--- config.mk ---
export PLATFORM = sky130hd
export DESIGN_NAME = shift_add_mul
export DESIGN_NICKNAME = d
export VERILOG_FILES = /design/src/rtl/shift_add_mul.sv
export SDC_FILE = /design/constraint.sdc
export NUM_CORES = 1
export LEC_CHECK = 0
export BUFFER_PORTS_ARGS = -buffer_cell sky130_fd_sc_hd__buf_2
export CAP_MARGIN = 20
export CORE_ASPECT_RATIO = 0.5
export CORE_MARGIN = 2
export CORE_UTILIZATION = 31
export CTS_CLUSTER_DIAMETER = 60
export DETAILED_ROUTE_END_ITERATION = 10
export GPL_TIMING_DRIVEN = 0
export PLACE_DENSITY = 0.57
export SLEW_MARGIN = 10
export SYNTH_ARGS = -nofsm -noshare
export SYNTH_HDL_FRONTEND = slang
export SYNTH_SLANG_ARGS = --single-unit
--- constraint.sdc ---
create_clock -name clk -period 3.5 [get_ports clk]
set_input_delay 0 -clock clk [delete_from_list [all_inputs] [get_ports clk]]
set_output_delay 0 -clock clk [all_outputs]
set_load 0.005 [all_outputs]
--- src/rtl/shift_add_mul.sv ---
// Sequential unsigned multiplier with one shift-add step per RUN cycle.
// The result is valid for one DONE cycle and then held until the next DONE.
module shift_add_mul #(
  parameter int WIDTH = 8
) (
  input  logic                 clk,
  input  logic                 rst,
  input  logic                 start,
  input  logic [WIDTH-1:0]     a,
  input  logic [WIDTH-1:0]     b,
  output logic                 busy,
  output logic                 done,
  output logic [2*WIDTH-1:0]   product,
  output logic [1:0]           state_o
);

  localparam int CW = (WIDTH > 1) ? $clog2(WIDTH) : 1;

  typedef enum logic [1:0] {
    IDLE = 2'd0,
    RUN  = 2'd1,
    DONE = 2'd2
  } state_t;

  state_t               state_q, state_d;
  logic [WIDTH-1:0]     mcand_q, mcand_d;
  logic [2*WIDTH-1:0]   acc_q, acc_d;
  logic [2*WIDTH-1:0]   product_q, product_d;
  logic [CW-1:0]        cnt_q, cnt_d;
  logic [WIDTH:0]       sum;

  // Handshake: start is a request that is accepted on a rising edge only while
  // busy is low; a, b are sampled on that same edge and never again.
  always_ff @(posedge clk or posedge rst) begin
    if (rst) begin
      state_q   <= IDLE;
      mcand_q   <= '0;
      acc_q     <= '0;
      product_q <= '0;
      cnt_q     <= '0;
    end else begin
      state_q   <= state_d;
      mcand_q   <= mcand_d;
      acc_q     <= acc_d;
      product_q <= product_d;
      cnt_q     <= cnt_d;
    end
  end

  // acc_q holds {partial product, remaining multiplier bits}; sum keeps the carry.
  always_comb begin
    sum = {1'b0, acc_q[2*WIDTH-1:WIDTH]} + (acc_q[0] ? {1'b0, mcand_q} : '0);
  end

  always_comb begin
    state_d   = state_q;
    mcand_d   = mcand_q;
    acc_d     = acc_q;
    product_d = product_q;
    cnt_d     = cnt_q;
    case (state_q)
      IDLE: begin
        if (start) begin
          mcand_d = a;
          acc_d   = {{WIDTH{1'b0}}, b};
          cnt_d   = '0;
          state_d = RUN;
        end
      end
      RUN: begin
        acc_d = {sum, acc_q[WIDTH-1:1]};
        if (cnt_q == CW'(WIDTH - 1)) begin
          product_d = {sum, acc_q[WIDTH-1:1]};
          state_d   = DONE;
        end else begin
          cnt_d = cnt_q + CW'(1);
        end
      end
      DONE: begin
        state_d = IDLE;
      end
      default: begin
        state_d = IDLE;
      end
    endcase
  end

  assign busy    = (state_q != IDLE);
  assign done    = (state_q == DONE);
  assign product = product_q;
  assign state_o = state_q;

endmodule

==> results.yml, run 1 <==
outcome:
  status: "finished, final reports clean"
timing:
  period_minus_slack_ns: 2.33
  rsz0062_at_grt: "false"
  setup_viol: 0
  slew_viol_final: 0
  whs_ns: 0.00805
  fmax_mhz: 429
  relSlewSlack: 0.791
  timing.final.crit_share: 0.665
  setup-tns-final_ns: 0
  tightest_slew_ns: 0.311
  hold_violations: 0
  skew_ns: 0.00509
grt:
  track_usage: 0.134
  grt_pass1_wl_mm: 7.89
  antenna_found_initial: 0
  grt_overflow_total: 0
  grt_max_degree: 37
  grt_pass1_vias: 1586
synthesis:
  synth.distinct_cells: 32
  ys_ff_latch: 45
  syn_inst: 189
  synth_warnings: 0
  syn_nets: 219
  syn_avg_cell_area_um2: 11.5
  synth_area_um2: 2180
  ys_seq_area_frac: 0.517
die:
  die_x_um: 123
  die_h_um: 63.3
  die-area_um2: 7750
  rows: 21
  core-area_um2: 6730
  start_util: 0.324
  io-pin-count: 39
place:
  io_buffers: 38
  dp_cells: 320
  place_congestion: 0.782
  dp_hpwl_mm: 3.27
route:
  drt_first_pass_iters: 4
  via_per_inst: 4.65
  top_layer_used: "met4"
  drc: 0
  num_vias: 1590
  wire_per_inst_um: 13.5
  drt-total-wl_mm: 4.63
  met3_length_um: 235
  first_iter_violations: 39
  ant_nets: 0
  wl_met1_mm: 2.19
  met2RoutedLength_mm: 2.16
finish:
  area_growth_pct: 29.3
  final_nets: 279
  layout_commonest_cell: "dfrtp_1"
  layout_common_cells: "dfrtp_1, buf_2, nand2_1, dlygate4sd3_1"
  postLayoutCoreUtil: 0.418
  nFillCells: 659
  layout.cells.non_filler: 342
  layout-drive-gt1-share: 0.296
  antennaDiodeCount: 0
power_and_ir_drop:
  p_per_area_nw_per_um2: 852
  power_mw: 2.40
  p_leak_nw: 1.36
  ir_drop_mv: 0.268
worst_setup_path:
  crit_arrival_ns: 2.49
  r2r-start: "acc_q[0]"
  cp.required_ns: 3.66
  reg2reg_slack_ns: 1.17
  cp_max_fo: 9
  crit_type: "reg2reg"
  reg2reg_depth: 8
  start_kind: "flip-flop"
  startpoint: "acc_q[0]"
  endpoint_kind: "flip-flop"
  r2r-end: "acc_q[13]"
hold_path:
  hold_class: "in2reg"
  hold_path_depth: 3
  whs_endpoint: "acc_q[6]"
  hold_start: "b[6]"
cts:
  ctsHoldBuffers: 14
  cts_resized: 0
  htree_levels: 2
  cts_tree: "done"
  cts.path.max_buffers: 2
  root_buffer: "clkbuf_16"
  cts_sinks: 45
  clkTransAtPathRegs_ns: 0.06
  cts_setup_buffers: 0
  clk_latency_ns: 0.29
  numCtsBuffers: 5
run:
  maxCapViolCount: 0
[power by group]
group          total (mW)  switching (mW)  internal (mW)  leakage (nW)
Clock               0.539           0.201          0.338        0.0800
Sequential          0.881           0.134          0.748         0.569
Combinational       0.977           0.499          0.478         0.715
[kinds of logic after synthesis]
logic type | synth area share
DFF | 0.517
AOI/OAI and AO/OA | 0.104
and+or+nand+nor | 0.113
xor gates and xnor gates | 0.0241
muxes | 0.139
buffers and inverters | 0.0368
adders and majority gates | 0.0667
[worst max-delay path, stage by stage, from the launching register on]
cell and delay (ns):
dfrtp_1 0.46, and2_1 0.20, ha_1 0.22, fa_1 0.42, a21oi_1 0.21, o211ai_1 0.13, a21oi_1 0.25, xor2_1 0.20
o22ai_1 0.10
[per-stage QoR]
stage          worst slack (ns)  instance area, µm²
4_1_cts                    1.17                2810
2_1_floorplan              1.44                2180
5_1_grt                    1.02                2810
3_5_place_dp               1.19                2500
3_3_place_gp               1.18                2480
6_report                   1.17                2810
[per-layer routing]
metal	global-route usage	up-vias
li1	-	774
met1	0.175	784
met2	0.208	25
met3	0.0480	7
met4	0.0402	0
met5	0	-
[how the worst max path moves through the flow]
stage	end	slack [ns]
2_1_floorplan	acc_q[13]	1.44
3_3_place_gp	acc_q[13]	1.18
3_5_place_dp	acc_q[13]	1.19
4_1_cts	acc_q[13]	1.17
5_1_grt	acc_q[13]	1.02
6_report	acc_q[13]	1.17
[Yosys cell counts, drive strengths merged]
library cell | instances | share of area
a211oi | 1 | 0.0034
a22o | 2 | 0.0080
inv | 5 | 0.0086
nand2b | 1 | 0.0029
buf | 8 | 0.028
o22ai | 7 | 0.020
o211ai | 2 | 0.0069
and2 | 8 | 0.023
a21o | 1 | 0.0034
a21oi | 6 | 0.014
xor2 | 5 | 0.020
nor2b | 3 | 0.0086
o21bai | 1 | 0.0034
mux2 | 18 | 0.10
o21a | 1 | 0.0034
nor2 | 6 | 0.019
or2 | 1 | 0.0040
fa | 1 | 0.0092
dfrtp | 45 | 0.52
o21ai | 18 | 0.041
mux2i | 8 | 0.037
ha | 10 | 0.057
xnor2 | 1 | 0.0040
nand2 | 30 | 0.055
[state kept, by name, summed over array words and instances, names as in the netlist]
register,count
product,16
acc_q,16
state_o,2
cnt_q,3
mcand_q,8
[layout make-up]
type | count | area (µm²) | area share
clock buffer | 5 | 125 | 0.0445
tap | 92 | 115 | 0.0409
clock inverter | 3 | 46.3 | 0.0165
inverter | 5 | 18.8 | 0.00667
multi-input combinational | 131 | 971 | 0.345
timing repair buffer | 53 | 350 | 0.124
buffer | 8 | 61.3 | 0.0218
sequential | 45 | 1130 | 0.400
Power figures use the tool's default switching activity.
==> run 2: changes to the inputs <==
Settings changed: ABC_AREA from default to 1.
Clock period 3.5 ns to 2.2 ns, I/O delays scaled along.
==> run 2 against run 1 <==
Maximum frequency increased by 20%. Routed wire length is 2.7% higher. Design area rose by 2.9%. Sequential power rose by 61%. Register-to-register slack lost 0.92 ns. Synthesized cell count grew 43%. Die area up 6.0%. Total power up 63%. Sequential share of layout area fell by 1.1 points. Critical endpoint is now acc_q[15]. Highest routed layer unchanged.
==> results.yml, run 2 <==
grt:
  track_usage: 0.128
  antenna_found_initial: 0
  grt_max_degree: 36
  grt_pass1_vias: 1921
  grt_overflow_total: 0
  grt_pass1_wl_mm: 8.48
synthesis:
  syn_nets: 301
  yosys_most_used_dff: "dfrtp_1"
  synth_area_um2: 2310
  synth.distinct_cells: 28
  yosys.area.top_type: "dfrtp_1"
  postSynth.asyncResetShare: 1.00
  syn_inst: 271
  synth_top_area_frac: 0.487
  ys_seq_area_frac: 0.487
  synth_area_leaders: "dfrtp_1, nand2_1, ha_1, inv_1, nand3_1"
  synth_edf_count: 0
  synth_warnings: 0
  synth_most_common_cell: "nand2_1"
  ys_ff_latch: 45
  syn_avg_cell_area_um2: 8.54
  synth.top_cells.by_count: "nand2_1, dfrtp_1, inv_1, nand3_1, ha_1"
timing:
  skew_ns: 0.00304
  hold_violations: 0
  relSlewSlack: 0.823
  timing.final.crit_share: 0.884
  worst_slack_ns: 0.254
  setup-tns-final_ns: 0
  whs_ns: 0.00983
  period_minus_slack_ns: 1.95
  rsz0062_at_grt: "false"
  fmax_mhz: 514
  slew_viol_final: 0
  tightest_slew_ns: 0.266
  setup_viol: 0
hold_path:
  hold_start: "b[2]"
  hold_path_depth: 3
  hold_class: "in2reg"
cts:
  cts_tree: "done"
  numCtsBuffers: 5
  cts.path.max_buffers: 2
  htree_levels: 2
  cts_sinks: 45
  root_buffer: "clkbuf_16"
  clk_latency_ns: 0.28
  clkTransAtPathRegs_ns: 0.06
  cts_resized: 0
power_and_ir_drop:
  ir_drop_mv: 0.386
  p_per_area_nw_per_um2: 1350
  p_leak_nw: 1.62
  power_mw: 3.91
die:
  io-pin-count: 39
  die_h_um: 65.1
  die_x_um: 126
  rows: 22
  die-area_um2: 8210
  core-area_um2: 7270
  start_util: 0.318
worst_setup_path:
  crit_arrival_ns: 2.12
  endpoint_kind: "flip-flop"
  crit_chain: "nand2_1, inv_1, ha_1, fa_1, nand2_1, nand2_1, nand3_1, nand2_1, nand2_1, nand2_1, nand2_1, nand2_1"
  cp_slowest_cell: "dfrtp_1"
  path_depth: 12
  cp_max_fo: 9
  path_buf_inv: 1
  reg2reg_slack_ns: 0.25
  cp.required_ns: 2.37
  critPathTopFamily: "simple AND/OR/NAND/NOR gates"
  crit_type: "reg2reg"
  path_common_cell: "nand2_1"
  reg2reg_depth: 12
  start_kind: "flip-flop"
  r2r-start: "acc_q[0]"
  startpoint: "acc_q[0]"
  cpPeakStageDelay_ns: 0.47
finish:
  layout_common_cells: "nand2_1, dfrtp_1, buf_2, inv_1, nand3_1"
  antennaDiodeCount: 0
  layout-drive-gt1-share: 0.216
  final_nets: 358
  layout_commonest_cell: "nand2_1"
  layout.cells.non_filler: 425
  fin_area_um2: 2900
  area_growth_pct: 25.2
  postLayoutCoreUtil: 0.399
route:
  num_vias: 1896
  drt-total-wl_mm: 4.76
  drt_first_pass_iters: 4
  first_iter_violations: 95
  via_per_inst: 4.46
  ant_nets: 0
  drc: 0
  wire_per_inst_um: 11.2
place:
  place_congestion: 0.791
  io_buffers: 38
  pre_cts_slack_ns: 0.190
  dpl-instance-area_um2: 2640
  dp_hpwl_mm: 3.54
  dp_cells: 406
run:
  maxCapViolCount: 0
outcome:
  status: "finished, final reports clean"
-- run 2: worst reg2reg max path: stages (launching register included) --
cell     delay [ns]
dfrtp_1        0.47
nand2_1        0.11
inv_1          0.05
ha_1           0.20
fa_1           0.41
nand2_1        0.09
nand2_1        0.08
nand3_1        0.11
nand2_1        0.08
nand2_1        0.06
nand2_1        0.06
nand2_1        0.07
nand2_1        0.05
-- run 2: cell type report --
type,count,area (µm²)
sequential,45,1130
tap,96,120
multi-input combinational,186,993
clock buffer,8,136
fill,734,4370
timing repair buffer,51,330
buffer,6,61.3
inverter,33,129
-- run 2: timing repair --
item / CTS / global route
endpoints found under the setup margin: 0 / 2
buffers inserted: 0 / 0
hold endpoints to repair: 56 / 0
hold buffers: 12 / 0
-- run 2: kinds of logic (layout without fill, tap and decap cells) --
family          Yosys count  in the layout  share of synthesized area
compound gates           28             28                     0.0860
xor+xnor                  1              1                    0.00379
simple gates            146            146                      0.277
buf+inv                  40             98                     0.0838
flops                    45             45                      0.487
fa+ha+maj                11             11                     0.0627
-- run 2: final timing paths --
| kind | end |
|---|---|
| max | acc_q[15] |
| min in group asynchronous | acc_q[4] |
| min reg2reg | product[7] |
| min | acc_q[2] |
| max in group asynchronous | cnt_q[1] |
| max reg2reg | acc_q[15] |
-- run 2: layer usage --
| metal | track usage | up-vias | part of all wire | wire [µm] |
|---|---|---|---|---|
| li1 | - | 973 | - | - |
| met1 | 0.155 | 895 | 0.48 | 2300 |
| met2 | 0.228 | 23 | 0.47 | 2260 |
| met3 | 0.0306 | 5 | 0.032 | 152 |
| met4 | 0.0426 | 0 | 0.011 | 53 |
| met5 | 0 | - | 0 | 0 |
-- run 2: where the power goes --
| group | total (mW) | switching [mW] | internal, mW | leakage (nW) |
|---|---|---|---|---|
| logic | 1.78 | 1.04 | 0.736 | 1.00 |
| clock network | 0.705 | 0.283 | 0.422 | 0.0652 |
| registers | 1.42 | 0.208 | 1.21 | 0.556 |
